`src/rtl/trap_ctrl_if.sv`:
```
// Commit-stage <-> trap sequencer bundle: request/CSR inputs, flush and
// redirect handshakes, and the CSR write-back port.
interface trap_ctrl_if #(
    parameter int XLEN = 64
);
    logic [XLEN-1:0] pc;
    logic            except;
    logic            intr;
    logic [5:0]      cause;
    logic [XLEN-1:0] tval;
    logic            mret;
    logic            sret;
    logic [1:0]      priv;
    logic [XLEN-1:0] medeleg;
    logic [XLEN-1:0] mideleg;
    logic [XLEN-1:0] mtvec;
    logic [XLEN-1:0] stvec;
    logic [XLEN-1:0] mepc;
    logic [XLEN-1:0] sepc;
    logic [1:0]      mpp;
    logic            spp;
    logic            busy;
    logic            flush;
    logic            flush_ack;
    logic            csr_we;
    logic            csr_s;
    logic [XLEN-1:0] csr_epc;
    logic [XLEN-1:0] csr_cause;
    logic [XLEN-1:0] csr_tval;
    logic            redirect_valid;
    logic            redirect_ready;
    logic [XLEN-1:0] redirect_pc;
    logic [1:0]      priv_out;
    logic            xret_commit;

    modport master (
        output pc, except, intr, cause, tval, mret, sret, priv,
        output medeleg, mideleg, mtvec, stvec, mepc, sepc, mpp, spp,
        output flush_ack, redirect_ready,
        input  busy, flush, csr_we, csr_s, csr_epc, csr_cause, csr_tval,
        input  redirect_valid, redirect_pc, priv_out, xret_commit
    );

    modport slave (
        input  pc, except, intr, cause, tval, mret, sret, priv,
        input  medeleg, mideleg, mtvec, stvec, mepc, sepc, mpp, spp,
        input  flush_ack, redirect_ready,
        output busy, flush, csr_we, csr_s, csr_epc, csr_cause, csr_tval,
        output redirect_valid, redirect_pc, priv_out, xret_commit
    );
endinterface

```
`src/rtl/trap_ctrl.sv`:
```
// Trap-entry / xRET sequencer: decides target privilege and redirect PC,
// then walks flush -> CSR write -> redirect.
module trap_ctrl #(
    parameter int XLEN = 64
) (
    input  logic        clk,
    input  logic        rst,
    trap_ctrl_if.slave  bus
);
    typedef enum logic [1:0] {IDLE, FLUSH, WRITE, REDIRECT} state_t;

    state_t          state_q, state_d;
    logic            is_xret_q, is_xret_d;
    logic            intr_q, intr_d;
    logic            csr_s_q, csr_s_d;
    logic [5:0]      cause_q, cause_d;
    logic [XLEN-1:0] epc_q, epc_d;
    logic [XLEN-1:0] tval_q, tval_d;
    logic [XLEN-1:0] target_q, target_d;
    logic [1:0]      priv_new_q, priv_new_d;
    logic [1:0]      priv_q, priv_d;

    logic            any_req, sel_intr, sel_mret, sel_sret, illegal_sret;
    logic            take_trap, deleg;
    logic [5:0]      trap_cause;
    logic [XLEN-1:0] tvec, tvec_base, vec_off, trap_target;

    // Request decode: except > intr > mret > sret; sret from U-mode becomes
    // an illegal-instruction exception (cause 2, tval 0).
    always_comb begin
        any_req      = bus.except | bus.intr | bus.mret | bus.sret;
        sel_intr     = !bus.except && bus.intr;
        sel_mret     = !bus.except && !bus.intr && bus.mret;
        sel_sret     = !bus.except && !bus.intr && !bus.mret && bus.sret;
        illegal_sret = sel_sret && (bus.priv == 2'b00);
        take_trap    = bus.except | sel_intr | illegal_sret;
        trap_cause   = illegal_sret ? 6'd2 : bus.cause;
        deleg        = (bus.priv != 2'b11) &&
                       (sel_intr ? bus.mideleg[trap_cause] : bus.medeleg[trap_cause]);
        tvec         = deleg ? bus.stvec : bus.mtvec;
        tvec_base    = {tvec[XLEN-1:2], 2'b00};
        vec_off      = {{(XLEN-8){1'b0}}, trap_cause, 2'b00};
        trap_target  = ((tvec[1:0] == 2'b01) && sel_intr) ? tvec_base + vec_off : tvec_base;
    end

    always_comb begin
        state_d    = state_q;
        is_xret_d  = is_xret_q;
        intr_d     = intr_q;
        csr_s_d    = csr_s_q;
        cause_d    = cause_q;
        epc_d      = epc_q;
        tval_d     = tval_q;
        target_d   = target_q;
        priv_new_d = priv_new_q;
        priv_d     = priv_q;
        case (state_q)
            IDLE: begin
                if (any_req) begin
                    state_d   = FLUSH;
                    epc_d     = bus.pc;
                    cause_d   = trap_cause;
                    is_xret_d = !take_trap;
                    intr_d    = sel_intr;
                    if (take_trap) begin
                        tval_d     = illegal_sret ? '0 : bus.tval;
                        csr_s_d    = deleg;
                        target_d   = trap_target;
                        priv_new_d = deleg ? 2'b01 : 2'b11;
                    end else begin
                        tval_d     = bus.tval;
                        csr_s_d    = 1'b0;
                        target_d   = sel_mret ? bus.mepc : bus.sepc;
                        priv_new_d = sel_mret ? bus.mpp : {1'b0, bus.spp};
                    end
                end
            end
            FLUSH: begin
                if (bus.flush_ack) state_d = is_xret_q ? REDIRECT : WRITE;
            end
            WRITE: state_d = REDIRECT;
            REDIRECT: begin
                if (bus.redirect_ready) begin
                    state_d = IDLE;
                    priv_d  = priv_new_q;
                end
            end
            default: state_d = IDLE;
        endcase
    end

    always_ff @(posedge clk) begin
        if (rst) begin
            state_q    <= IDLE;
            is_xret_q  <= 1'b0;
            intr_q     <= 1'b0;
            csr_s_q    <= 1'b0;
            cause_q    <= '0;
            epc_q      <= '0;
            tval_q     <= '0;
            target_q   <= '0;
            priv_new_q <= 2'b11;
            priv_q     <= 2'b11;
        end else begin
            state_q    <= state_d;
            is_xret_q  <= is_xret_d;
            intr_q     <= intr_d;
            csr_s_q    <= csr_s_d;
            cause_q    <= cause_d;
            epc_q      <= epc_d;
            tval_q     <= tval_d;
            target_q   <= target_d;
            priv_new_q <= priv_new_d;
            priv_q     <= priv_d;
        end
    end

    // csr_we is gated by rst so a reset landing on WRITE never commits the CSRs.
    assign bus.busy           = (state_q != IDLE);
    assign bus.flush          = (state_q == FLUSH);
    assign bus.csr_we         = (state_q == WRITE) && !rst;
    assign bus.csr_s          = csr_s_q;
    assign bus.csr_epc        = epc_q;
    assign bus.csr_cause      = {intr_q, {(XLEN-7){1'b0}}, cause_q};
    assign bus.csr_tval       = tval_q;
    assign bus.redirect_valid = (state_q == REDIRECT);
    assign bus.redirect_pc    = target_q;
    assign bus.priv_out       = priv_q;
    assign bus.xret_commit    = (state_q == REDIRECT) && bus.redirect_ready && is_xret_q;
endmodule

```
`src/flat_wrapper.sv`:
```
// flat-port wrapper written by rule: the top's interface ports become plain ports
module trap_ctrl_flat 
#(
    parameter int XLEN = 64
)
  (clk, rst, bus_pc, bus_except, bus_intr, bus_cause, bus_tval, bus_mret, bus_sret, bus_priv, bus_medeleg, bus_mideleg, bus_mtvec, bus_stvec, bus_mepc, bus_sepc, bus_mpp, bus_spp, bus_flush_ack, bus_redirect_ready, bus_busy, bus_flush, bus_csr_we, bus_csr_s, bus_csr_epc, bus_csr_cause, bus_csr_tval, bus_redirect_valid, bus_redirect_pc, bus_priv_out, bus_xret_commit);
  trap_ctrl_if #(.XLEN(XLEN)) bus_i ();
  input  logic clk;
  input  logic rst;
  input wire logic [$bits(bus_i.pc)-1:0] bus_pc;
  input wire logic [$bits(bus_i.except)-1:0] bus_except;
  input wire logic [$bits(bus_i.intr)-1:0] bus_intr;
  input wire logic [$bits(bus_i.cause)-1:0] bus_cause;
  input wire logic [$bits(bus_i.tval)-1:0] bus_tval;
  input wire logic [$bits(bus_i.mret)-1:0] bus_mret;
  input wire logic [$bits(bus_i.sret)-1:0] bus_sret;
  input wire logic [$bits(bus_i.priv)-1:0] bus_priv;
  input wire logic [$bits(bus_i.medeleg)-1:0] bus_medeleg;
  input wire logic [$bits(bus_i.mideleg)-1:0] bus_mideleg;
  input wire logic [$bits(bus_i.mtvec)-1:0] bus_mtvec;
  input wire logic [$bits(bus_i.stvec)-1:0] bus_stvec;
  input wire logic [$bits(bus_i.mepc)-1:0] bus_mepc;
  input wire logic [$bits(bus_i.sepc)-1:0] bus_sepc;
  input wire logic [$bits(bus_i.mpp)-1:0] bus_mpp;
  input wire logic [$bits(bus_i.spp)-1:0] bus_spp;
  input wire logic [$bits(bus_i.flush_ack)-1:0] bus_flush_ack;
  input wire logic [$bits(bus_i.redirect_ready)-1:0] bus_redirect_ready;
  output wire logic [$bits(bus_i.busy)-1:0] bus_busy;
  output wire logic [$bits(bus_i.flush)-1:0] bus_flush;
  output wire logic [$bits(bus_i.csr_we)-1:0] bus_csr_we;
  output wire logic [$bits(bus_i.csr_s)-1:0] bus_csr_s;
  output wire logic [$bits(bus_i.csr_epc)-1:0] bus_csr_epc;
  output wire logic [$bits(bus_i.csr_cause)-1:0] bus_csr_cause;
  output wire logic [$bits(bus_i.csr_tval)-1:0] bus_csr_tval;
  output wire logic [$bits(bus_i.redirect_valid)-1:0] bus_redirect_valid;
  output wire logic [$bits(bus_i.redirect_pc)-1:0] bus_redirect_pc;
  output wire logic [$bits(bus_i.priv_out)-1:0] bus_priv_out;
  output wire logic [$bits(bus_i.xret_commit)-1:0] bus_xret_commit;
  assign bus_i.pc = bus_pc;
  assign bus_i.except = bus_except;
  assign bus_i.intr = bus_intr;
  assign bus_i.cause = bus_cause;
  assign bus_i.tval = bus_tval;
  assign bus_i.mret = bus_mret;
  assign bus_i.sret = bus_sret;
  assign bus_i.priv = bus_priv;
  assign bus_i.medeleg = bus_medeleg;
  assign bus_i.mideleg = bus_mideleg;
  assign bus_i.mtvec = bus_mtvec;
  assign bus_i.stvec = bus_stvec;
  assign bus_i.mepc = bus_mepc;
  assign bus_i.sepc = bus_sepc;
  assign bus_i.mpp = bus_mpp;
  assign bus_i.spp = bus_spp;
  assign bus_i.flush_ack = bus_flush_ack;
  assign bus_i.redirect_ready = bus_redirect_ready;
  assign bus_busy = bus_i.busy;
  assign bus_flush = bus_i.flush;
  assign bus_csr_we = bus_i.csr_we;
  assign bus_csr_s = bus_i.csr_s;
  assign bus_csr_epc = bus_i.csr_epc;
  assign bus_csr_cause = bus_i.csr_cause;
  assign bus_csr_tval = bus_i.csr_tval;
  assign bus_redirect_valid = bus_i.redirect_valid;
  assign bus_redirect_pc = bus_i.redirect_pc;
  assign bus_priv_out = bus_i.priv_out;
  assign bus_xret_commit = bus_i.xret_commit;
  trap_ctrl #(.XLEN(XLEN)) u_core (.clk(clk), .rst(rst), .bus(bus_i));
endmodule
```
`config.mk`:
```
export PLATFORM = sky130hd
export DESIGN_NAME = trap_ctrl_flat
export DESIGN_NICKNAME = d
export VERILOG_FILES = /design/src/rtl/trap_ctrl_if.sv /design/src/rtl/trap_ctrl.sv /design/src/flat_wrapper.sv
export SDC_FILE = /design/constraint.sdc
export NUM_CORES = 1
export LEC_CHECK = 0
export CAP_MARGIN = 10
export CORE_AREA = 2 2 307 309
export CTS_CLUSTER_DIAMETER = 150
export DETAILED_ROUTE_END_ITERATION = 10
export DIE_AREA = 0 0 309 311
export SYNTH_ARGS = -nofsm -noshare
export SYNTH_HDL_FRONTEND = slang
export SYNTH_SLANG_ARGS = --single-unit
```
`constraint.sdc`:
```
create_clock -name clk -period 5.7 [get_ports clk]
set_clock_uncertainty 0.05 [all_clocks]
set_input_delay 0.57 -clock clk [delete_from_list [all_inputs] [get_ports clk]]
set_output_delay 0.57 -clock clk [all_outputs]
set_load 0.005 [all_outputs]
```
# Yosys cells after proc, flatten, opt, wreduce, memory -nomap -nowiden
# Cells that the tools add are included.
# word_totals
ff_bits	207
inputBits	531
out_inout_bits	264
word_cells	68
# op_classes
addsub	1
n_lt_le_gt_ge	1
n_eq_ne	8
mux	21
bitwise_logic	5
reduce_logical	22
# op_table
cell	n
two-way mux 64 bit	6
adder 64 x 8 -> 64 bit	1
binary-select mux 1 bit (select 6 bit)	2
two-way mux 2 bit	6
logical AND 1 bit	11
one-hot mux 2 bit (4 select lines)	1
less-than comparator 6 x 7 -> 1 bit (second input constant)	1
two-way mux 6 bit	1
inequality test 2 bit (second input constant)	3
logical NOT 1 bit	5
two-way mux 1 bit	5
OR 1 bit	5
equality test 2 x 1 -> 1 bit (second input constant)	2
equality test 2 bit (second input constant)	2
logical NOT 2 bit	2
AND reduction 2 bit	2
AND reduction 3 bit	1
inequality test 2 x 1 -> 1 bit (second input constant)	1
nonzero test 2 bit	1

# Logic depth before layout (Yosys ltp)
# logic_depth
word_depth	15
depth_mapped	27
mapped_depth_nobuf	21

# Worst setup path before layout
# OpenSTA, ideal clock, no wires.
# synth_path
path_kind	input to register
from	input port bus_cause[1]
to	register u_core.target_q[23] (netlist: u_core.bus.redirect_pc[23])
setup_time_ns	0.091
t_arrival_ns	5.593
required_time_ns	5.559
path_slack_ns	-0.034
path_stages	25
n_path_buf	8
cell_sequence	buf_6 buf_2 clkbuf_1 mux4_2 nand2_1 nand4_1 a32o_1 a211oi_2 buf_6 buf_8 buf_6 mux2_2 ha_1 a21o_1 a21oi_1 o21bai_1 a21o_1 a21oi_1 nand2b_1 clkbuf_1 clkbuf_1 a21oi_1 xnor2_1 nand2_1 a311oi_1
# synth_between
elab_chain_cells	10
elab_cells_between_ends	13
classes_between	1 x add/sub; 1 x eq/ne; 9 x mux; 2 x reduce/logical
# synth_rtl
item	line_no	text
from (decl)	flat_wrapper.sv:13	input wire logic [$bits(bus_i.cause)-1:0] bus_cause;
two-way mux 6 bit (*)	trap_ctrl.sv:37	trap_cause = illegal_sret ? 6'd2 : bus.cause;
parallel branches: the longest is 7 deep, another holds adder 64 x 8 -> 64 bit	n/a	
two-way mux 64 bit (*)	trap_ctrl.sv:43	trap_target = ((tvec[1:0] == 2'b01) && sel_intr) ? tvec_base + vec_off : tvec_base;
two-way mux 64 bit (*)	trap_ctrl.sv:65	if (take_trap) begin
to (signal assigned)	trap_ctrl.sv:112	target_q <= target_d;
to (decl)	trap_ctrl.sv:19	logic [XLEN-1:0] target_q, target_d;
# Every way passes the cells marked *. The select of a mux whose other input is x is not followed.
# A chain may end at the register's enable or synchronous reset.

# Final worst setup path
# layout_path
from	input port bus_sret
to	register u_core.target_q[33] (netlist: u_core.bus.redirect_pc[33])
# layout_between
elab_chain_cells	12
elab_cells_between_ends	18
classes_between	1 x add/sub; 1 x eq/ne; 9 x mux; 2 x bitwise; 5 x reduce/logical
# layout_rtl
item	line_no	text
from (decl)	flat_wrapper.sv:16	input wire logic [$bits(bus_i.sret)-1:0] bus_sret;
parallel branches: the longest is 12 deep, another holds adder 64 x 8 -> 64 bit	n/a	
# Several ways; the timed one is not identified. The select of a mux whose other input is x is not followed.

==> results <==
==> layout make-up <==
cell class	instances	share of cell area [%]
Timing Repair Buffer	887	36.0
Clock inverter	13	0.611
Clock buffer	38	3.33
Sequential cell	207	17.3
Multi-Input combinational cell	1396	35.8
Inverter	20	0.329
Antenna cell	6	0.0627
Tap cell	1254	6.55
==> metal layers <==
layer	GRT usage (%)	routed length, um
met3	4.26	7240
met2	29.5	41000
met5	0	106
met4	4.91	2630
met1	20.8	35900
==> power breakdown <==
group	leakage [nW]	switching, mW	internal [mW]
sequential	1.71	0.277	1.94
combinational	6.85	1.86	1.83
clock	0.457	0.800	1.04
total	9.02	2.94	4.81
==> sequential cells by signal (all words and copies together), names as in the netlist <==
register / flops
u_core.bus.csr_epc: 64
u_core.bus.csr_s: 1
u_core.bus.csr_tval: 64
u_core.bus.priv_out: 2
u_core.bus.redirect_pc: 64
u_core.cause_q: 6
u_core.intr_q: 1
u_core.is_xret_q: 1
u_core.priv_new_q: 2
u_core.state_q: 2
==> cell families (layout without fill, tap and decap cells) <==
| kind of cell | after synthesis | count (layout) | share of synthesized area [%] |
|---|---|---|---|
| simple gates | 720 | 720 | 24.9 |
| compound gates | 413 | 413 | 19.5 |
| buf+inv | 215 | 958 | 8.60 |
| flops | 207 | 207 | 30.5 |
| mux | 131 | 131 | 11.2 |
| xor+xnor | 64 | 64 | 4.13 |
| fa+ha+maj | 11 | 11 | 1.07 |
| other cells | 1 | 63 | 0.0276 |
==> cell usage in the layout, fill, tap and decap left out, types with 12 or more instances in the layout <==
master and count:
a211oi_1 12, a21oi_1 195, a311oi_1 24, and2_1 14, and3_1 33, buf_4 138
clkbuf_16 28, clkdlybuf4s50_1 733, conb_1 57, dfxtp_1 207, inv_1 18, mux2_2 23
mux2i_1 92, mux4_2 14, nand2_1 285, nand3_1 114, nand4_1 34, nor2_1 120
nor3_1 50, o21ai_0 35, o221ai_1 28, o22ai_1 32, xnor2_1 25, xor2_1 39
==> Yosys cell counts (14+ instances only) <==
master / n / area share, %
a21oi_1: 196 / 7.2
a311oi_1: 25 / 1.6
and2_1: 14 / 0.65
and3_1: 33 / 1.5
buf_4: 62 / 3.4
clkbuf_1: 99 / 2.7
dfxtp_1: 207 / 31
inv_1: 18 / 0.50
mux2_2: 23 / 1.9
mux2i_1: 92 / 6.8
mux4_2: 14 / 2.3
nand2_1: 288 / 8.0
nand3_1: 114 / 4.2
nand4_1: 34 / 1.6
nor2_1: 122 / 3.4
nor3_1: 51 / 1.9
o21ai_0: 36 / 1.3
o221ai_1: 28 / 1.8
o22ai_1: 32 / 1.5
xnor2_1: 25 / 1.6
xor2_1: 39 / 2.5
==> final timing paths <==
path / startpoint / endpoint / slack [ps] / cells after the start
setup / recovery: bus_sret / u_core.bus.redirect_pc[33]$_SDFFE_PP0P_ / 330 / 26
hold / removal: rst / u_core.bus.csr_epc[13]$_SDFFE_PP0P_ / 310 / 2
setup reg to reg: u_core.state_q[0]$_SDFFE_PP0P_ / u_core.bus.redirect_pc[40]$_SDFFE_PP0P_ / 3060 / 8
hold reg to reg: u_core.bus.csr_tval[41]$_SDFFE_PP0P_ / u_core.bus.csr_tval[41]$_SDFFE_PP0P_ / 400 / 2
==> critical path: stages <==
cell and delay [ps]:
clkdlybuf4s50_1 440, buf_4 170, nor3b_2 160, buf_12 140
nand2_4 110, buf_4 150, and3_1 230, o2111ai_1 190
and3_1 260, a211oi_4 330, buf_4 190, mux2_2 380
ha_1 290, a21o_1 160, a21oi_1 200, o21bai_1 80
a21o_1 190, a21oi_1 160, buf_4 210, buf_4 140
nor2_2 50, buf_4 150, mux2_2 300, a21oi_1 150
o21ai_1 130, a311oi_1 300
==> timing repair <==
item / CTS / global route
resized for setup: 0 / 12
setup buffers: 0 / 3
setup endpoints to repair: 0 / 37
==> summary.txt <==
Outcome
  • Status: finished clean

Worst hold path
  • Hold/Removal Path Class: input pin to register

Timing
  • Worst hold margin: approximately 310 ps
  • Post-route setup TNS: 0 ps
  • Min Tclk post-route: 5370 ps
  • Worst setup margin: approximately 330 ps
  • Slew @ Worst Pin: a little over 1000 ps
  • FMAX: 0.186 GHz
  • Endpoints failing hold: 0
  • Fin crit share: a little over nine tenths
  • RSZ-0062 raised after global routing: no
  • Max Transition Viols Final: 0
  • Final setup viols: 0
  • Slew Limit Headroom: roughly 31%

Yosys
  • Post-synth EDFFs: 0
  • Avg Cell Area, Syn: ~7.7 um2
  • Synth Register Bits: about 210
  • Synth warnings: 0
  • Post-synth ARST share: 0%
  • Distinct cells, synth: 78
  • Sequential area share after synthesis: between 30 and 40%
  • Synthesized cell area: around 14000 um2
  • Synthesized instance count: 1762
  • Dominant register cell in the synthesized netlist: dfxtp_1

Route
  • DR iter-0 viols: 1259
  • Routed WL: 86.9 mm
  • DRT antenna net count: 0
  • Drt first pass iters: 5
  • DR WL/cell: 22.7 um
  • Residual DRC count: 0
  • Via density: 4.32
  • DR vias: around 17000

Layout
  • Sequential standard cell area: approximately 4100 um2
  • Multi-input logic area: 8570 um2
  • Final Instance Area: 23900 um2
  • Post-route insts no fill: ~3800
  • Layout cells sized above 1: a little over a tenth
  • Layout Nets: 3082
  • Filler instances: just over 10000
  • Final Core Density: between 20% and 30%
  • Layout area overhead: 76.4%

Place
  • Worst setup slack after placement: -512 ps
  • Final Wtd Congestion: just under 1
  • DP HPWL: ~72 mm
  • Port buffer count: approximately 740
  • Placed inst area: between 20000 and 25000 um2
  • DP Cell Count: ~3800

Power and ir drop
  • Total Power: 7.75 mW
  • Worst VDD drop: approximately 240 uV
  • P_leak: approximately 9 nW
  • Power Dens Cells: approximately 320 nW/um2

Clocking
  • Root Driver: clkbuf_16
  • H-tree depth: 1
  • Max clock buf depth: 3
  • Hold buffers post-CTS: 0
  • Cts bufs inserted: 28
  • Clock transition at path regs: ~60 ps
  • Clk Latency, worst-skew pair: 610 ps
  • CTS sink count: around 210
  • CTS tree: built

Worst setup path
  • Startpoint Class: input pin
  • Critical path class: input pin to register
  • Critical Path End Type: register
  • Worst Path Arrival: about 6000 ps
  • Worst Path Required: 6160 ps
  • Crit Path Max Fanout: 10

Job
  • Max Cap Viol: 0

GRT
  • Global-route usage over all layers: 17.1%
  • Largest net degree at the start of global routing: between 100 and 150
  • Global-route wire length before repair: about 120 mm
  • Initial antenna violation count: 14
  • Vias in the first global route: about 16000
  • Total grt overflow: 0

Floorplan
  • Row cnt: 112
  • Die Span Y: ~310 um
  • Die ar.: 96100 um2
  • Core box area: 92800 um2
  • Starting Density: 14.6%
  • # IOs: around 800
  • Die width: ~310 um
No activity file was read; power rests on OpenSTA's default activity.
